[config.mk]
export PLATFORM = sky130hd
export DESIGN_NAME = fcmp_res_pipe
export DESIGN_NICKNAME = d
export VERILOG_FILES = /design/src/rtl/fcmp_res_pipe_pkg.sv /design/src/rtl/fcmp_stage_reg.sv /design/src/rtl/fcmp_res_pipe.sv
export SDC_FILE = /design/constraint.sdc
export NUM_CORES = 1
export LEC_CHECK = 0
export CAP_MARGIN = 5
export CORE_ASPECT_RATIO = 0.7
export CORE_MARGIN = 10
export CORE_UTILIZATION = 35
export CTS_CLUSTER_DIAMETER = 120
export DETAILED_ROUTE_END_ITERATION = 6
export GPL_TIMING_DRIVEN = 0
export SYNTH_ARGS = -nofsm -noshare
export SYNTH_HDL_FRONTEND = slang
export SYNTH_SLANG_ARGS = --single-unit
[constraint.sdc]
create_clock -name clk -period 1.5 [get_ports clk]
set_input_delay 0.3 -clock clk [delete_from_list [all_inputs] [get_ports clk]]
set_output_delay 0.3 -clock clk [all_outputs]
set_load 0.01 [all_outputs]
[src/rtl/fcmp_res_pipe_pkg.sv]
// Shared configuration for the FP compare result pipeline: register widths,
// fflags bit positions and the per-stage payload struct.
package fcmp_res_pipe_pkg;

  localparam int FLEN = 64;
  localparam int XLEN = 64;

  // Bit positions within fflags {NV,DZ,OF,UF,NX}
  localparam int NV = 4;
  localparam int DZ = 3;
  localparam int OF = 2;
  localparam int UF = 1;
  localparam int NX = 0;

  typedef struct packed {
    logic            to_int;
    logic            nv;
    logic [FLEN-1:0] fp_res;
    logic [XLEN-1:0] int_res;
    logic [4:0]      rd;
  } cmp_stage_t;

endpackage

[src/rtl/fcmp_stage_reg.sv]
// One pipeline register for compare results: a valid bit plus payload,
// with clear (kills valid only) taking priority over load-enable.
module fcmp_stage_reg
  import fcmp_res_pipe_pkg::*;
(
  input  logic       clk,
  input  logic       srst,
  input  logic       en,
  input  logic       clr,
  input  logic       d_valid,
  input  cmp_stage_t d,
  output logic       q_valid,
  output cmp_stage_t q
);

  always_ff @(posedge clk) begin
    if (srst) begin
      q_valid <= 1'b0;
      q       <= '0;
    end else if (clr) begin
      // Payload is left stale on purpose; only the valid bit matters downstream.
      q_valid <= 1'b0;
    end else if (en) begin
      q_valid <= d_valid;
      q       <= d;
    end
  end

endmodule

[src/rtl/fcmp_res_pipe.sv]
// Carries FP compare results from Execute through Memory to Writeback,
// steers them to the FP or integer register file and accrues the NV flag.
module fcmp_res_pipe
  import fcmp_res_pipe_pkg::*;
(
  input  logic            clk,
  input  logic            reset,
  input  logic            StallM,
  input  logic            FlushM,
  input  logic            StallW,
  input  logic            FlushW,
  input  logic            CmpValidE,
  input  logic            CmpToIntE,
  input  logic            CmpNVE,
  input  logic [FLEN-1:0] CmpFpResE,
  input  logic [XLEN-1:0] CmpIntResE,
  input  logic [4:0]      RdE,
  input  logic            FFlagsWriteW,
  input  logic [4:0]      FFlagsWdataW,
  output logic            FwdValidM,
  output logic [4:0]      RdM,
  output logic [FLEN-1:0] ResM,
  output logic            FRegWriteW,
  output logic            IntRegWriteW,
  output logic [4:0]      RdW,
  output logic [FLEN-1:0] FResW,
  output logic [XLEN-1:0] IntResW,
  output logic [4:0]      FFlags
);

  cmp_stage_t e_stage;
  cmp_stage_t m_stage;
  cmp_stage_t w_stage;
  logic       valid_m;
  logic       valid_w;
  logic       retire_w;
  logic [FLEN-1:0] int_res_m_ext;

  always_comb begin
    e_stage         = '0;
    e_stage.to_int  = CmpToIntE;
    e_stage.nv      = CmpNVE;
    e_stage.fp_res  = CmpFpResE;
    e_stage.int_res = CmpIntResE;
    e_stage.rd      = RdE;
  end

  fcmp_stage_reg u_stage_m (
    .clk     (clk),
    .srst    (reset),
    .en      (~StallM),
    .clr     (FlushM),
    .d_valid (CmpValidE),
    .d       (e_stage),
    .q_valid (valid_m),
    .q       (m_stage)
  );

  // A stalled M must not be duplicated into W, so W takes a bubble instead.
  fcmp_stage_reg u_stage_w (
    .clk     (clk),
    .srst    (reset),
    .en      (~StallW),
    .clr     (FlushW),
    .d_valid (valid_m & ~StallM),
    .d       (m_stage),
    .q_valid (valid_w),
    .q       (w_stage)
  );

  generate
    if (XLEN < FLEN) begin : g_int_zext
      assign int_res_m_ext = {{(FLEN-XLEN){1'b0}}, m_stage.int_res};
    end else begin : g_int_trunc
      assign int_res_m_ext = m_stage.int_res[FLEN-1:0];
    end
  endgenerate

  assign FwdValidM    = valid_m;
  assign RdM          = m_stage.rd;
  assign ResM         = m_stage.to_int ? int_res_m_ext : m_stage.fp_res;

  assign FRegWriteW   = valid_w & ~w_stage.to_int;
  assign IntRegWriteW = valid_w &  w_stage.to_int;
  assign RdW          = w_stage.rd;
  assign FResW        = w_stage.fp_res;
  assign IntResW      = w_stage.int_res;

  assign retire_w     = valid_w & ~StallW & ~FlushW;

  // A same-cycle CSR write is younger and serialising, so it overrides the retiring NV.
  always_ff @(posedge clk) begin
    if (reset) begin
      FFlags <= 5'b0;
    end else if (FFlagsWriteW) begin
      FFlags <= FFlagsWdataW;
    end else if (retire_w & w_stage.nv) begin
      FFlags[NV] <= 1'b1;
    end
  end

endmodule

### Word-level counts from Yosys, hierarchy flattened

Cells that the tools add are included.

| word-level totals | value |
|---|---|
| logic and storage cells | 33 |
| bits in registers | 277 |
| bits of input ports | 148 |
| output and inout bits | 210 |

| operators by class | value |
|---|---|
| multiplexer cells | 3 |
| bitwise logic cells | 11 |
| reduce and logical (&&, ||, !) cells | 5 |

Operators by type and width:

| cell | count |
|---|---|
| $mux 64 | 1 |
| $and 1x1->1 | 6 |
| $not 1->1 | 5 |
| $reduce_and 2->1 | 2 |
| $reduce_or 2->1 | 2 |
| $mux 1 | 2 |
| $reduce_bool 2->1 | 1 |

### Depth between registers and ports, before layout

| logic depth | value |
|---|---|
| depth after elaboration | 6 |
| gate-level depth with buffers | 5 |
| mapped depth without buffers | 2 |

### Modules after synthesis

From an unflattened synthesis, not the netlist that was laid out.

| second synthesis, totals | value |
|---|---|
| cell total of the unflattened synthesis | 1,332 |
| area total of the unflattened synthesis | 14,111.0 µm² |

Modules (own cells, without submodules):

| module | area each (µm²) | seq. area each (µm²) | times used | cells each |
|---|---|---|---|---|
| fcmp_stage_reg | 6,409.9 | 2,722.6 | 2 | 619 |
| fcmp_res_pipe | 1,291.2 | 100.1 | 1 | 94 |

### Worst setup path before layout

OpenSTA, ideal clock, no wires.

| timing | value |
|---|---|
| path type | reg-to-output |
| start | reg u_stage_m.q[134] (netlist name) |
| end | out ResM[21] |
| data required time | 1,200 ps |
| path slack | 113 ps |
| arrival | 1,087 ps |
| buffers on the path | 2 |
| stages on the path, launching flop included | 4 |
| cell sequence | dfxtp_1 -> buf_2 -> buf_2 -> mux2_2 |

| between the ends | value |
|---|---|
| cells in the longest elaborated chain, start to end | 1 |

Ends and longest elaborated chain:

| item | line | source |
|---|---|---|
| start, declared | fcmp_stage_reg.sv:13 | `output cmp_stage_t q` |
| start signal, assigned | fcmp_stage_reg.sv:19 | `q <= '0;` |
| start signal, assigned | fcmp_stage_reg.sv:25 | `q <= d;` |
| $mux 64 | fcmp_res_pipe.sv:81 | `assign ResM = m_stage.to_int ? int_res_m_ext : m_stage.fp_res;` |
| end, declared | fcmp_res_pipe.sv:22 | `output logic [FLEN-1:0] ResM,` |

No other way between the ends.

### Worst setup path in the final report

| timing | value |
|---|---|
| start | reg u_stage_m.q[134] (netlist name) |
| end | out ResM[36] |

The elaborated chain is that of the path after synthesis.

==> impl_metrics.tcl <==
set metrics [dict create \
    clk_pin_slew_ns 0.07 \
    synthCells 1467 \
    wl_um 51900 \
    placed_cells 2306 \
    yosysTopAreaCell "dfxtp_1" \
    drv_slew 0 \
    grt-ovfl-total 0 \
    first_pass_iters 5 \
    period_share_pct 140 \
    cp_cell_sequence "buf_12 -> buf_12 -> buf_8 -> mux2_4 -> buf_6" \
    min_period_ns 2.10 \
    ys_ff_latch 277 \
    status "finished, violations left" \
    hp-class "primary input to register" \
    rsz0062_at_grt "yes" \
    ys_warn_count 0 \
    avgSynthCellArea_um2 9.04 \
    ant_nets 0 \
    layout.nets 2016 \
    hold_viol 0 \
    drc 0 \
    vias 12281 \
    arrival_ns 1.80 \
    dp_hpwl_um 39300 \
    ys_types 21 \
    total_power_mw 18.7 \
    powerDensity_nw_per_um2 1000 \
    finalWorstSetupSlack_ns -0.597 \
    relSlewSlack_pct 45.6 \
    dieWidth_um 253 \
    synth_top_area_share_pct 41.8 \
    drv_cap 0 \
    finalSetupTns_ns -35.62 \
    post-route-util_pct 50.0 \
    finalNonFillerCells 2384 \
    insertion_delay_ns 0.57 \
    crit_type "register to output port" \
    worst_pin_slew_ns 0.816 \
    portBuffers 351 \
    synth_area_um2 13300 \
    cts_root_buffer "clkbuf_16" \
    synth_area_leaders "dfxtp_1 42%, or3b_1 18%, a21oi_1 10%" \
    max-vdd-ir-drop_mv 0.863 \
    clock_skew_ns 0.0103 \
    die_y_um 183 \
    antenna_found_initial 6 \
    cp-start-kind "register" \
    cts.path.max_buffers 3 \
    timing.fmax_ghz 0.477 \
    ctsHoldBuffers 0 \
    htreeDepth 1 \
    holdWs_ns 0.133 \
    final_layout_size_suffix_gt1_share_pct 29.5 \
    leakage_nw 7.32 \
    ios 358 \
    cp-end-kind "output port" \
    die_area_um2 46200 \
    start_util_pct 35.6 \
    setup_viol 66 \
    slowest_stage "dfxtp_4" \
    coreArea_um2 37300 \
    rr_startpoint "u_stage_m.q[134]$_SDFFE_PP0P_" \
    cts_made_buffers 30 \
    critPathMaxFanout 5 \
    crit_top_cell "buf_12" \
    std_cell_rows 59 \
    crit_start "u_stage_m.q[134]$_SDFFE_PP0P_" \
    grt_pass1_wl_um 76400 \
    viasPerCell 5.15 \
    syn_nets 1615 \
    syn_to_final_growth_pct 40.5 \
    grt_max_degree 16 \
    wl_per_cell_um 21.8 \
    cts_tree "yes" \
    grt_pass1_vias 12064 \
    grtUsageTotal_pct 21.4 \
    required_ns 1.20 \
    slowest_delay_ns 0.35 \
    synth_seq_area_share_pct 41.8 \
    cts.sinks 277 \
    violations "negative setup slack" \
    drtIter0Drc 953 \
    gp_congestion 0.899 \
    holdCritStartpoint "StallW" \
    nFillCells 3520 \
]
-- sequential cells by signal (all words and copies together), names as in the netlist --
register and flops:
FFlags 5, u_stage_w.q_valid 1, u_stage_m.q_valid 1, u_stage_w.q 135
u_stage_m.q 135
-- cell usage after synthesis (all sizes together) --
library cell,instances
nor2b,1
nand2,1
nor3,1
or3b,271
and2,1
clkbuf,125
o21ai,270
dfxtp,277
a211oi,1
buf,172
mux2i,5
a21oi,270
nor2,5
mux2,64
nand4bb,1
inv,1
a221oi,1
-- cells in the final DEF (no fill, tap or decap), types with 7 or more instances in the layout --
| cell type | count |
|---|---|
| a21oi_1 | 270 |
| buf_12 | 7 |
| dfxtp_2 | 36 |
| clkbuf_8 | 8 |
| dfxtp_1 | 239 |
| or3b_1 | 267 |
| clkbuf_1 | 126 |
| buf_4 | 150 |
| buf_6 | 85 |
| buf_8 | 7 |
| bufinv_16 | 7 |
| buf_2 | 140 |
| mux2_4 | 64 |
| o21ai_0 | 270 |
| clkdlybuf4s50_1 | 141 |
| clkbuf_16 | 30 |
-- routing by layer --
metal  wire [um]  track usage, %  vias to the layer above
met4        1420            5.91                        0
met1       23600            29.1                     5861
li1            -               -                     5912
met3        3790            4.41                       68
met5           0               0                        -
met2       23200            33.7                      440
-- report_power, final --
part	internal (mW)	switching [mW]	total [mW]
Clock	5.27	3.19	8.46
Sequential	7.59	0.174	7.77
Combinational	1.22	1.22	2.44
Total	14.1	4.58	18.7
-- repair_timing --
item | CTS | global route
pin swaps | 1 | 0
buffers inserted | 11 | 3
setup endpoints to repair | 221 | 86
gates cloned | 6 | 0
gates resized for setup | 1043 | 19
-- stage by stage --
step                area (um^2)  setup WS, ns
floorplan                 13300         0.113
global placement          17400        -0.735
detailed placement        17400        -0.737
CTS                       18600        -0.608
global route              18600        -0.637
finish                    18600        -0.597
-- area by class of cell --
class | count | area [um^2] | share of cell area, %
multi-input combinational | 892 | 6160 | 33.1
sequential | 277 | 5600 | 30.0
timing repair buffer | 369 | 3210 | 17.2
buffer | 297 | 1900 | 10.2
clock buffer | 42 | 876 | 4.70
tap | 488 | 611 | 3.28
clock inverter | 14 | 263 | 1.41
antenna | 4 | 10.0 | 0.0537
inverter | 1 | 3.75 | 0.0201
-- path summary, 6_finish.rpt --
kind	cells past startpoint	end	slack (ns)
setup / recovery	5	ResM[36]	-0.60
hold / removal	3	u_stage_w.q_valid$_SDFFE_PP0N_	0.13
hold reg to reg	2	u_stage_m.q[133]$_SDFFE_PP0P_	0.47
setup reg to reg	5	u_stage_w.q[134]$_SDFFE_PP0P_	0.24
-- cells by family after synthesis --
kind of cell           synth area share, %
AO/OA/AOI/OAI                         20.5
buffers and inverters                 13.6
flip-flops                            41.8
multiplexers                          5.81
AND/OR/NAND/NOR                       18.3
-- critical path: cells and delay by family, from the launching register on --
kind	cells	cell delay, ns
buffers and inverters	4	0.54
flip-flops	1	0.35
multiplexers	1	0.32
Note: power is estimated with default switching activity, not from simulation.
